===== src/rtl/fetch_pkg.sv =====
// Shared types for the instruction fetch stage: FSM states, word width
// and the FIFO entry layout.
package fetch_pkg;

  localparam int INSTR_W = 32;

  typedef enum logic [1:0] {
    S_IDLE,
    S_RUN,
    S_REDIRECT
  } fetch_state_t;

  typedef struct packed {
    logic [INSTR_W-1:0] instr;
    logic [31:0]        pc;
  } fetch_entry_t;

endpackage


===== src/rtl/fetch_fifo.sv =====
// Small synchronous FIFO for fetched instructions. Head read is combinational
// and reads as zero when empty; flush beats push.
module fetch_fifo #(
  parameter int DEPTH = 4,
  parameter int WIDTH = 64,
  localparam int AW = $clog2(DEPTH),
  localparam int CW = $clog2(DEPTH + 1)
) (
  input  logic             clock,
  input  logic             reset,
  input  logic             flush,
  input  logic             push,
  input  logic [WIDTH-1:0] wdata,
  input  logic             pop,
  output logic [WIDTH-1:0] rdata,
  output logic [CW-1:0]    count
);

  logic [WIDTH-1:0] mem [DEPTH];
  logic [AW-1:0]    head, tail;
  logic             empty, do_pop, do_push;

  assign empty   = (count == '0);
  assign do_pop  = pop && !empty;
  assign do_push = push && ((count != CW'(DEPTH)) || do_pop);
  assign rdata   = empty ? '0 : mem[head];

  // Pointer and occupancy bookkeeping; DEPTH is a power of two so pointers wrap naturally.
  always_ff @(posedge clock) begin
    if (reset || flush) begin
      head  <= '0;
      tail  <= '0;
      count <= '0;
    end else begin
      if (do_push) tail <= tail + 1'b1;
      if (do_pop)  head <= head + 1'b1;
      count <= count + CW'(do_push) - CW'(do_pop);
    end
  end

  // Entry storage; contents need no reset because empty gates the head read.
  always_ff @(posedge clock) begin
    if (do_push && !flush && !reset) mem[tail] <= wdata;
  end

endmodule


===== src/rtl/fetch_unit.sv =====
// Instruction fetch stage feeding the control unit. Issues word reads to
// memory port 2, buffers returning words with their PC, handles jump redirects.
// Optional counters stat_fetched/stat_stall are built when FETCH_STATS_EN is defined.
module fetch_unit
  import fetch_pkg::*;
#(
  parameter int          ADDR_W   = 10,
  parameter int          DEPTH    = 4,
  parameter logic [31:0] RESET_PC = 32'd0
) (
  input  logic              clock,
  input  logic              reset,
  input  logic              jump_en,
  input  logic [31:0]       jump_target,
  output logic [ADDR_W-1:0] mem_addr,
  output logic              mem_req,
  input  logic [31:0]       mem_data,
  output logic [31:0]       instr_out,
  output logic [31:0]       instr_pc,
  output logic              instr_valid,
  input  logic              instr_ready
`ifdef FETCH_STATS_EN
  ,
  output logic [31:0]       stat_fetched,
  output logic [31:0]       stat_stall
`endif
);

  localparam int CW = $clog2(DEPTH + 1);

  fetch_state_t  state;
  logic [31:0]   fetch_pc, inflight_pc;
  logic          inflight;
  logic [CW-1:0] count;
  logic          credit_ok, push, pop;
  fetch_entry_t  wentry, head;

  // Credit counts both stored entries and the read still in flight, so a
  // push can never meet a full FIFO.
  assign credit_ok   = (32'(count) + 32'(inflight)) < 32'(DEPTH);
  assign mem_req     = (state == S_RUN) && credit_ok && !jump_en;
  assign mem_addr    = fetch_pc[ADDR_W-1:0];
  assign push        = inflight && !jump_en;
  assign pop         = instr_valid && instr_ready;
  assign instr_valid = (count != '0);
  assign instr_out   = head.instr;
  assign instr_pc    = head.pc;
  assign wentry      = '{instr: mem_data, pc: inflight_pc};

  fetch_fifo #(.DEPTH(DEPTH), .WIDTH($bits(fetch_entry_t))) u_fifo (
    .clock (clock),
    .reset (reset),
    .flush (jump_en),
    .push  (push),
    .wdata (wentry),
    .pop   (pop),
    .rdata (head),
    .count (count)
  );

  // Fetch FSM and PC: a jump from any state squashes the in-flight read and
  // spends one redirect cycle before fetching resumes.
  always_ff @(posedge clock) begin
    if (reset) begin
      state       <= S_IDLE;
      fetch_pc    <= RESET_PC;
      inflight    <= 1'b0;
      inflight_pc <= '0;
    end else if (jump_en) begin
      state    <= S_REDIRECT;
      fetch_pc <= jump_target;
      inflight <= 1'b0;
    end else begin
      case (state)
        S_RUN: begin
          inflight <= mem_req;
          if (mem_req) begin
            fetch_pc    <= fetch_pc + 32'd1;
            inflight_pc <= fetch_pc;
          end
        end
        default: begin
          state    <= S_RUN;
          inflight <= 1'b0;
        end
      endcase
    end
  end

`ifdef FETCH_STATS_EN
  // Saturating statistics; jumps leave them alone.
  always_ff @(posedge clock) begin
    if (reset) begin
      stat_fetched <= '0;
      stat_stall   <= '0;
    end else begin
      if (push && stat_fetched != '1) stat_fetched <= stat_fetched + 32'd1;
      if (state == S_RUN && !instr_valid && stat_stall != '1) stat_stall <= stat_stall + 32'd1;
    end
  end
`endif

endmodule


===== config.mk =====
export PLATFORM = sky130hd
export DESIGN_NAME = fetch_unit
export DESIGN_NICKNAME = d
export VERILOG_FILES = /design/src/rtl/fetch_pkg.sv /design/src/rtl/fetch_fifo.sv /design/src/rtl/fetch_unit.sv
export SDC_FILE = /design/constraint.sdc
export NUM_CORES = 1
export LEC_CHECK = 0
export ABC_AREA = 1
export CORE_MARGIN = 8
export CORE_UTILIZATION = 57
export DETAILED_ROUTE_END_ITERATION = 8
export PLACE_DENSITY = 0.8
export SLEW_MARGIN = 40
export SYNTH_ARGS = -nofsm -noshare
export SYNTH_HDL_FRONTEND = slang
export SYNTH_SLANG_ARGS = --single-unit

===== constraint.sdc =====
create_clock -name clock -period 6.1 [get_ports clock]
set_clock_uncertainty 0.15 [all_clocks]
set_input_delay 0.915 -clock clock [delete_from_list [all_inputs] [get_ports clock]]
set_output_delay 0.915 -clock clock [all_outputs]
set_load 0.02 [all_outputs]

Word-level counts from Yosys, hierarchy flattened --
Memory sizes are Yosys's and may differ from the RTL's. A register that Yosys moved wholly into a read port is not among the register bits. Cells that the tools add are included.
Storage, ports and cells: RAM bits 256, input port bits 68, memories kept 1, register bits after elaboration 74
Operators by class: reductions and logical operators 21, add/subtract/negate cells 6, magnitude comparators 1, bitwise logic cells 2, muxes and demuxes 10, equality and inequality tests 3
Memories:
- u_fifo.mem | depth 4, width 64, rd ports 1, clocked after Yosys merged registers in 1, wr ports 1, line fetch_fifo.sv:19 | logic [WIDTH-1:0] mem [DEPTH];
Operator list (count):
- $mux 32 | 3
- $mux 64 | 1
- $add 32x1->32 const B | 1
- $logic_and 1x1->1 | 8
- $mux 2 | 4
- $add 2x1->2 const B | 2
- $add 3x1->4 | 1
- $lt 4x3->1 const B | 1
- $reduce_bool 2->1 | 2
- $add 3x1->3 | 1
- $logic_not 1->1 | 3
- $logic_not 3->1 | 1
- $ne 3x3->1 const B | 1
- $reduce_and 3->1 | 1
- $reduce_bool 3->1 | 1
- $reduce_or 3->1 | 1
- $sub 3x1->3 | 1
- $eq 2x1->1 const B | 1
- $logic_or 1x1->1 | 2
- $mux 1 | 2
- $ne 2x2->1 const B | 1
- $not 1->1 | 2
- $reduce_and 2->1 | 1
- $reduce_or 2->1 | 1

Depth between registers and ports, before layout --
Gate-level depths: netlist of the first run.
depth in word-level cells 9, depth in mapped cells 12

Hierarchy --
A second synthesis of the first run with hierarchy kept.
Second synthesis, totals: cells, all modules 1379, area total of the unflattened synthesis 14023.4 um2
Modules (own cells, without submodules):
- fetch_fifo | cells each 826, times used 1, area each 10411.2 um2, sequential area each 7867.5 um2
- fetch_unit | cells each 553, times used 1, area each 3612.2 um2, sequential area each 1341.3 um2

Least setup slack after synthesis of the first run --
Ideal clock, no wire load.
path kind input-to-reg, start point input jump_en, end point memory u_fifo.mem[0][0] (enable), cell stages on the path 5, slack 1194 ps, buffers on the path 2, library setup time 486 ps, arrival 4269 ps, cell sequence buf_2 clkbuf_1 nor2_1 nand2_1 nor2_1
Between the ends: cells in the longest elaborated chain, start to end 7
RTL lines:
- start, declared | line fetch_unit.sv:13 | input logic jump_en,
- $logic_not 1->1 * | line fetch_fifo.sv:43, fetch_unit.sv:43
- $logic_and 1x1->1 | line fetch_unit.sv:43 | assign push = inflight && !jump_en;
- $logic_and 1x1->1 | line fetch_fifo.sv:25 | assign do_push = push && ((count != CW'(DEPTH)) || do_pop);
- $logic_and 1x1->1 * (2 in a row) | line fetch_fifo.sv:43 | if (do_push && !flush && !reset) mem[tail] <= wdata;
- $mux 1 * | line fetch_fifo.sv:43
- $mux 1 (not written as such) * | line fetch_fifo.sv:43
- end, declared | line fetch_fifo.sv:19
Every way passes the cells marked *; elsewhere a longest branch is shown, timed or not.

==> results of run 1 <==
power by group through the flow:
stage          sequential, W  combinational, W  clock [W]
2_1_floorplan        0.00252          0.000110          0
3_3_place_gp         0.00253          0.000199          0
3_5_place_dp         0.00253          0.000203          0
4_1_cts              0.00248          0.000204    0.00197
5_1_grt              0.00249          0.000224    0.00205
6_report             0.00249          0.000205    0.00194
per-layer routing:
| layer | vias up | GRT usage (%) | share of wire [%] |
|---|---|---|---|
| li1 | 4861 | - | - |
| met5 | - | 0 | 0 |
| met2 | 417 | 34.1 | 46 |
| met3 | 45 | 3.35 | 7.1 |
| met1 | 4803 | 28.4 | 44 |
| met4 | 0 | 6.52 | 2.0 |
layout make-up:
cell class | count | area share [%]
Multi-Input combinational cell | 867 | 24.0
Timing Repair Buffer | 157 | 9.54
Inverter | 102 | 2.30
Clock inverter | 11 | 0.722
Sequential cell | 332 | 55.4
Clock buffer | 46 | 5.61
Tap cell | 324 | 2.44
path summary, 6_finish.rpt:
kind	from	slack, ns	depth (start not counted)	endpoint
setup / recovery	register	1.57	6	instr_pc[20]
hold reg to reg	u_fifo.head[1]	0.33	2	register
hold / removal	u_fifo.head[1]	0.33	2	register
setup reg to reg	u_fifo.count[0]	3.39	10	u_fifo.count[2]
cells in the final DEF (no fill, tap or decap), types with 7 or more instances in the layout:
| cell | Yosys | final |
|---|---|---|
| nor2_1 | 333 | 328 |
| edfxtp_1 | 256 | 256 |
| nand2_1 | 164 | 164 |
| o21ai_0 | 147 | 147 |
| clkdlybuf4s50_1 | 0 | 143 |
| inv_1 | 98 | 97 |
| a21oi_1 | 90 | 90 |
| dfxtp_1 | 76 | 74 |
| nand3_1 | 61 | 61 |
| clkbuf_16 | 0 | 32 |
| xor2_1 | 16 | 16 |
| a211oi_1 | 10 | 10 |
| buf_4 | 12 | 10 |
| ha_1 | 8 | 8 |
| clkbuf_8 | 1 | 8 |
| o211ai_1 | 7 | 7 |
metrics by stage:
stage	cell area, sq um	instances	total power, W
after detailed placement	15600	1782	0.00274
after CTS	16600	1839	0.00465
after global routing	16600	1839	0.00476
final	16600	1839	0.00463
after global placement	15600	1782	0.00273
after floorplan	14000	1381	0.00263
cell families after synthesis:
logic type	count (synthesis)	synth area share, %
flops	332	66.0
compound gates	264	9.82
xor+xnor	17	1.07
buf+inv	182	5.67
simple gates	577	16.6
fa+ha+maj	9	0.860
state kept, by name, summed over array words and instances, names as in the netlist, named ones only:
name,flops
u_fifo.tail,2
u_fifo.count,3
inflight_pc,32
state,2
u_fifo.mem,256
inflight,1
fetch_pc,32
u_fifo.head,2
critical path: cells and delay by family (launching register included):
family / cells / cell delay, ns
buf+inv: 2 / 1.38
flops: 1 / 0.76
compound gates: 2 / 0.47
simple gates: 2 / 0.25
==> out/results.tsv, run 1 <==
metric	value	unit
Initial DRC Count	1117	
Routed WL per cell	17.7	um
Slew @ Worst Pin	0.851	ns
Post-synth ARST share	0	%
core box area	24200	sq um
Root Buffer	clkbuf_16	
Routed Antenna Nets	0	
chip height	173	um
WL final	32500	um
Place WS	2.25	ns
post-cts resize count	0	
crit path time final	4.53	ns
syn_nets	1458	
Worst Path Class, Setup	reg -> out	
Crit path top cell by count	nor2_1	
Area Growth Syn to Fin	19.2	%
# setup viols final	0	
f_max	0.221	GHz
CTS sink count	332	
Cell Pwr Density	278	nW/um^2
Main synth FF type	edfxtp_1	
Fin. Hold Viols	0	
nature of the critical path startpoint	register	
post-synth top area share	55.1	%
TritonCTS Buffers	31	
RSZ-0062 raised after global routing	no	
NetSw	0.000949	W
Hold-fix buffers, CTS	0	
max incr delay on CP	0.76	ns
Final TNS setup	0	ns
count leader, synth	nor2_1	
top cell type by total area after synthesis	edfxtp_1	
GRT overflow	0	
drt drc	0	
Post-synth EDFFs	256	
min-delay worst type	reg -> reg	
Avg Inst Size Synth	10.1	sq um
Vias	10100	
final net count	1568	
register area	9210	sq um
row count	57	
worst path arrival time	3.46	ns
Crit-path slowest cell	dfxtp_4	
I/O pins	144	
Placer Congestion	0.932	
Net Sw Frac	20.5	%
layout cells sized above 1	5.68	%
Tot GR Track Use	20.9	%
Max Cap Viol	0	
Leak Pwr	5.93	nW
n_diodes	0	
fin crit share	74.2	%
Post-synth top cells	nor2_1, edfxtp_1, nand2_1, o21ai_0, inv_1	
fin util	68.8	%
antenna violations before repair	0	
synthesized cell area	14000	sq um
status	finished, final reports clean	
Max clock buf depth	3	
DIE AREA	29800	sq um
Yosys cell types	34	
Cell Chain, Critical Path	buf_4 -> nor2_1 -> nor2_1 -> o21ai_0 -> a21oi_1 -> clkdlybuf4s50_1	
maximum vdd drop	0.171	mV
register bit total from synthesis	332	
htree depth	1	
multi-input logic area	3990	sq um
part of the power in registers	53.6	%
largest net degree at the start of global routing	72	
first-pass GRT wire length	51300	um
HPWL Detailed	19900	um
endpoint required time on the critical path	5.03	ns
number of synthesis warnings	0	
internal power	0.00368	W
Seq/Total Area, Yosys	66.0	%
number of global-route vias before repair	9932	
drt pass-1 iters	5	
post-CTS setup buffers	0	
WHS	0.328	ns
Clock transition at path regs	0.06	ns
fill cell count	1769	
CTS tree	done	
post-synthesis cell count	1381	
Area contributors post-synth	edfxtp_1, dfxtp_1, nor2_1	
final worst setup slack	1.57	ns
IO Port Bufs	143	
final max-slew violation count	0	
power share of the combinational group	4.4	%
Initial Util	57.7	%
headroom to the max-slew limit	43.3	%
Clock Latency Late Sink	0.55	ns
via/cell ratio	5.51	
Clk network pwr share	41.9	%
Critical Path End Type	output pin	
die span in x	173	um
Crit Path Max Fanout	71	
Note: power is estimated with default switching activity, not from simulation.
==> run 2: changes to the inputs <==
- CORE_UTILIZATION: 57 -> 51
- PLACE_DENSITY: 0.8 -> 0.76
- clock period: 6.1 -> 3.63 ns (I/O delays scaled with it)
==> run 2 against run 1 <==
  * Setup slack worse by 1.2 ns
  * Clock power increased by 72%
  * Sequential power grew 68%
  * Power increased by 70%
  * Sequential cell count is the same
  * Non-clock buffer count is 12 higher
  * Critical path depth is the same
  * Die area is 11% higher
  * Critical path type unchanged
  * Highest routed layer unchanged
==> out/results.tsv, run 2 (synthesis results as in run 1) <==
metric	value	unit	change
register area	9210	sq um	unchanged
crit path time final	3.25	ns	
antenna violations before repair	0		unchanged
multi-input logic area	3990	sq um	about the same
maximum vdd drop	0.303	mV	+77%
f_max	0.307	GHz	
post-CTS setup buffers	0		unchanged
Vias	9986		-1.4%
worst path bufs/invs	2		unchanged
Crit-path slowest cell	clkdlybuf4s50_1		
Placed Area	15800	sq um	+1.2%
Layout Cell Area excl Fill	16800	sq um	+1.2%
HPWL Detailed	20700	um	+4.1%
hold depth	2		unchanged
fin crit share	89.6	%	
Routed Antenna Nets	0		unchanged
endpoint required time on the critical path	2.94	ns	-2.09 ns
number of global-route vias before repair	9799		-1.3%
CTS tree	done		
Slew @ Worst Pin	0.842	ns	-0.00875 ns
Tot GR Track Use	19.7	%	-1.2 points
Initial Util	51.8	%	-5.9 points
Area Growth Syn to Fin	20.6	%	
Max clock buf depth	3		unchanged
Placer Congestion	0.944		+1.4%
WL final	32800	um	+0.86%
IO Port Bufs	143		unchanged
largest net degree at the start of global routing	89		+24%
Initial DRC Count	901		-19%
final worst setup slack	0.377	ns	-1.20 ns
Cell Pwr Density	468	nW/um^2	+68%
Worst Reg-to-Reg Cells	11		+1
hold wc startpoint	u_fifo.head[1]		
status	finished, final reports clean		
nature of the critical path startpoint	register		
chip height	181	um	+5.2%
max reg flops	256		unchanged
min-delay worst type	reg -> reg		
drt pass-1 iters	5		unchanged
headroom to the max-slew limit	43.9	%	+0.58 points
core box area	27000	sq um	+11%
max incr delay on CP	0.68	ns	-0.08 ns
htree depth	2		+1
commonest cells after routing, fill and taps aside	nor2_1, edfxtp_1, nand2_1		
fill cell count	2145		+21%
Crit Path Max Fanout	70		-1.4%
Clock transition at path regs	0.06	ns	about the same
WP depth	6		unchanged
Leak Pwr	6.04	nW	+1.9%
n_diodes	0		unchanged
layout cells sized above 1	6.14	%	+0.47 points
Crit path top cell by count	nor2_1		
row count	60		+5.3%
RSZ-0062 raised after global routing	no		
Fin. Hold Viols	0		unchanged
worst path arrival time	2.56	ns	-0.90 ns
DIE AREA	32900	sq um	+11%
drt drc	0		unchanged
Critical Path End Type	output pin		
WHS	0.313	ns	-0.0152 ns
Max Cap Viol	0		unchanged
die span in x	181	um	+5.2%
via/cell ratio	5.34		-3.1%
final net count	1583		+0.96%
Power Total	0.00787	W	+70%
I/O pins	144		unchanged
largest delay contributor family on the critical path	buffers and inverters		
Routed WL per cell	17.5	um	-0.86%
most common cell after layout, fill and taps aside	nor2_1		
TritonCTS Buffers	34		+9.7%
Clock Latency Late Sink	0.50	ns	-0.05 ns
final max-slew violation count	0		unchanged
most flop-heavy register	u_fifo.mem		
# setup viols final	0		unchanged
Worst Path Class, Setup	reg -> out		
CTS sink count	332		unchanged
fin util	62.5	%	-6.3 points
Root Buffer	clkbuf_16		
GRT overflow	0		unchanged
Cell Chain, Critical Path	buf_12 -> nor2_1 -> nor2_1 -> o21ai_0 -> a21oi_1 -> clkdlybuf4s50_1		
Place WS	0.701	ns	-1.55 ns
first-pass GRT wire length	52400	um	+2.0%
r2r startpoint	u_fifo.count[0]		
Regs by FF count	u_fifo.mem: 256 flops, fetch_pc: 32 flops, inflight_pc: 32 flops		
[run 2: worst register-to-register path, delay by kind of cell, from the launching register on]
family | cells | cell delay [ns]
adder cells (fa/ha/maj) | 3 | 0.88
XOR/XNOR | 1 | 0.14
AND/OR/NAND/NOR | 4 | 0.45
buffers and inverters | 3 | 0.41
flip-flops | 1 | 0.35
[run 2: routing by layer]
layer  global-route usage [%]  up-vias  part of all wire (%)
li1                         -     4897                     -
met1                     26.7     4722                    45
met2                     32.5      328                    47
met3                     3.77       39                   6.3
met4                     4.56        0                   1.6
met5                        0        -                     0
[run 2: stage by stage]
stage | TNS, ns | instances
after floorplan | -231.69 | 1381
after global placement | 0 | 1811
after detailed placement | 0 | 1811
after CTS | 0 | 1871
after global routing | 0 | 1871
final | 0 | 1871
[run 2: layout make-up]
| cell class | count | share of cell area [%] |
|---|---|---|
| well taps | 341 | 2.53 |
| flip-flops and latches | 332 | 54.7 |
| clock inverters | 19 | 1.03 |
| repair buffers | 169 | 10.4 |
| clock buffers | 41 | 5.33 |
| inverters | 102 | 2.29 |
| multi-input cells | 867 | 23.7 |
[run 2: path summary, 6_finish.rpt]
check,to,slack [ns]
setup / recovery,instr_pc[17],0.38
hold / removal,register,0.31
setup reg to reg,u_fifo.count[2],1.16
hold reg to reg,register,0.31
[run 2: report_power, final]
part	internal (W)	switching, W
clock	0.00198	0.00136
sequential	0.00412	0.0000565
combinational	0.000158	0.000196
total	0.00626	0.00162
[run 2: timing repair]
action | CTS | global route
resized for setup | 0 | 1
setup endpoints to repair | 0 | 24
hold buffers | 0 | 0
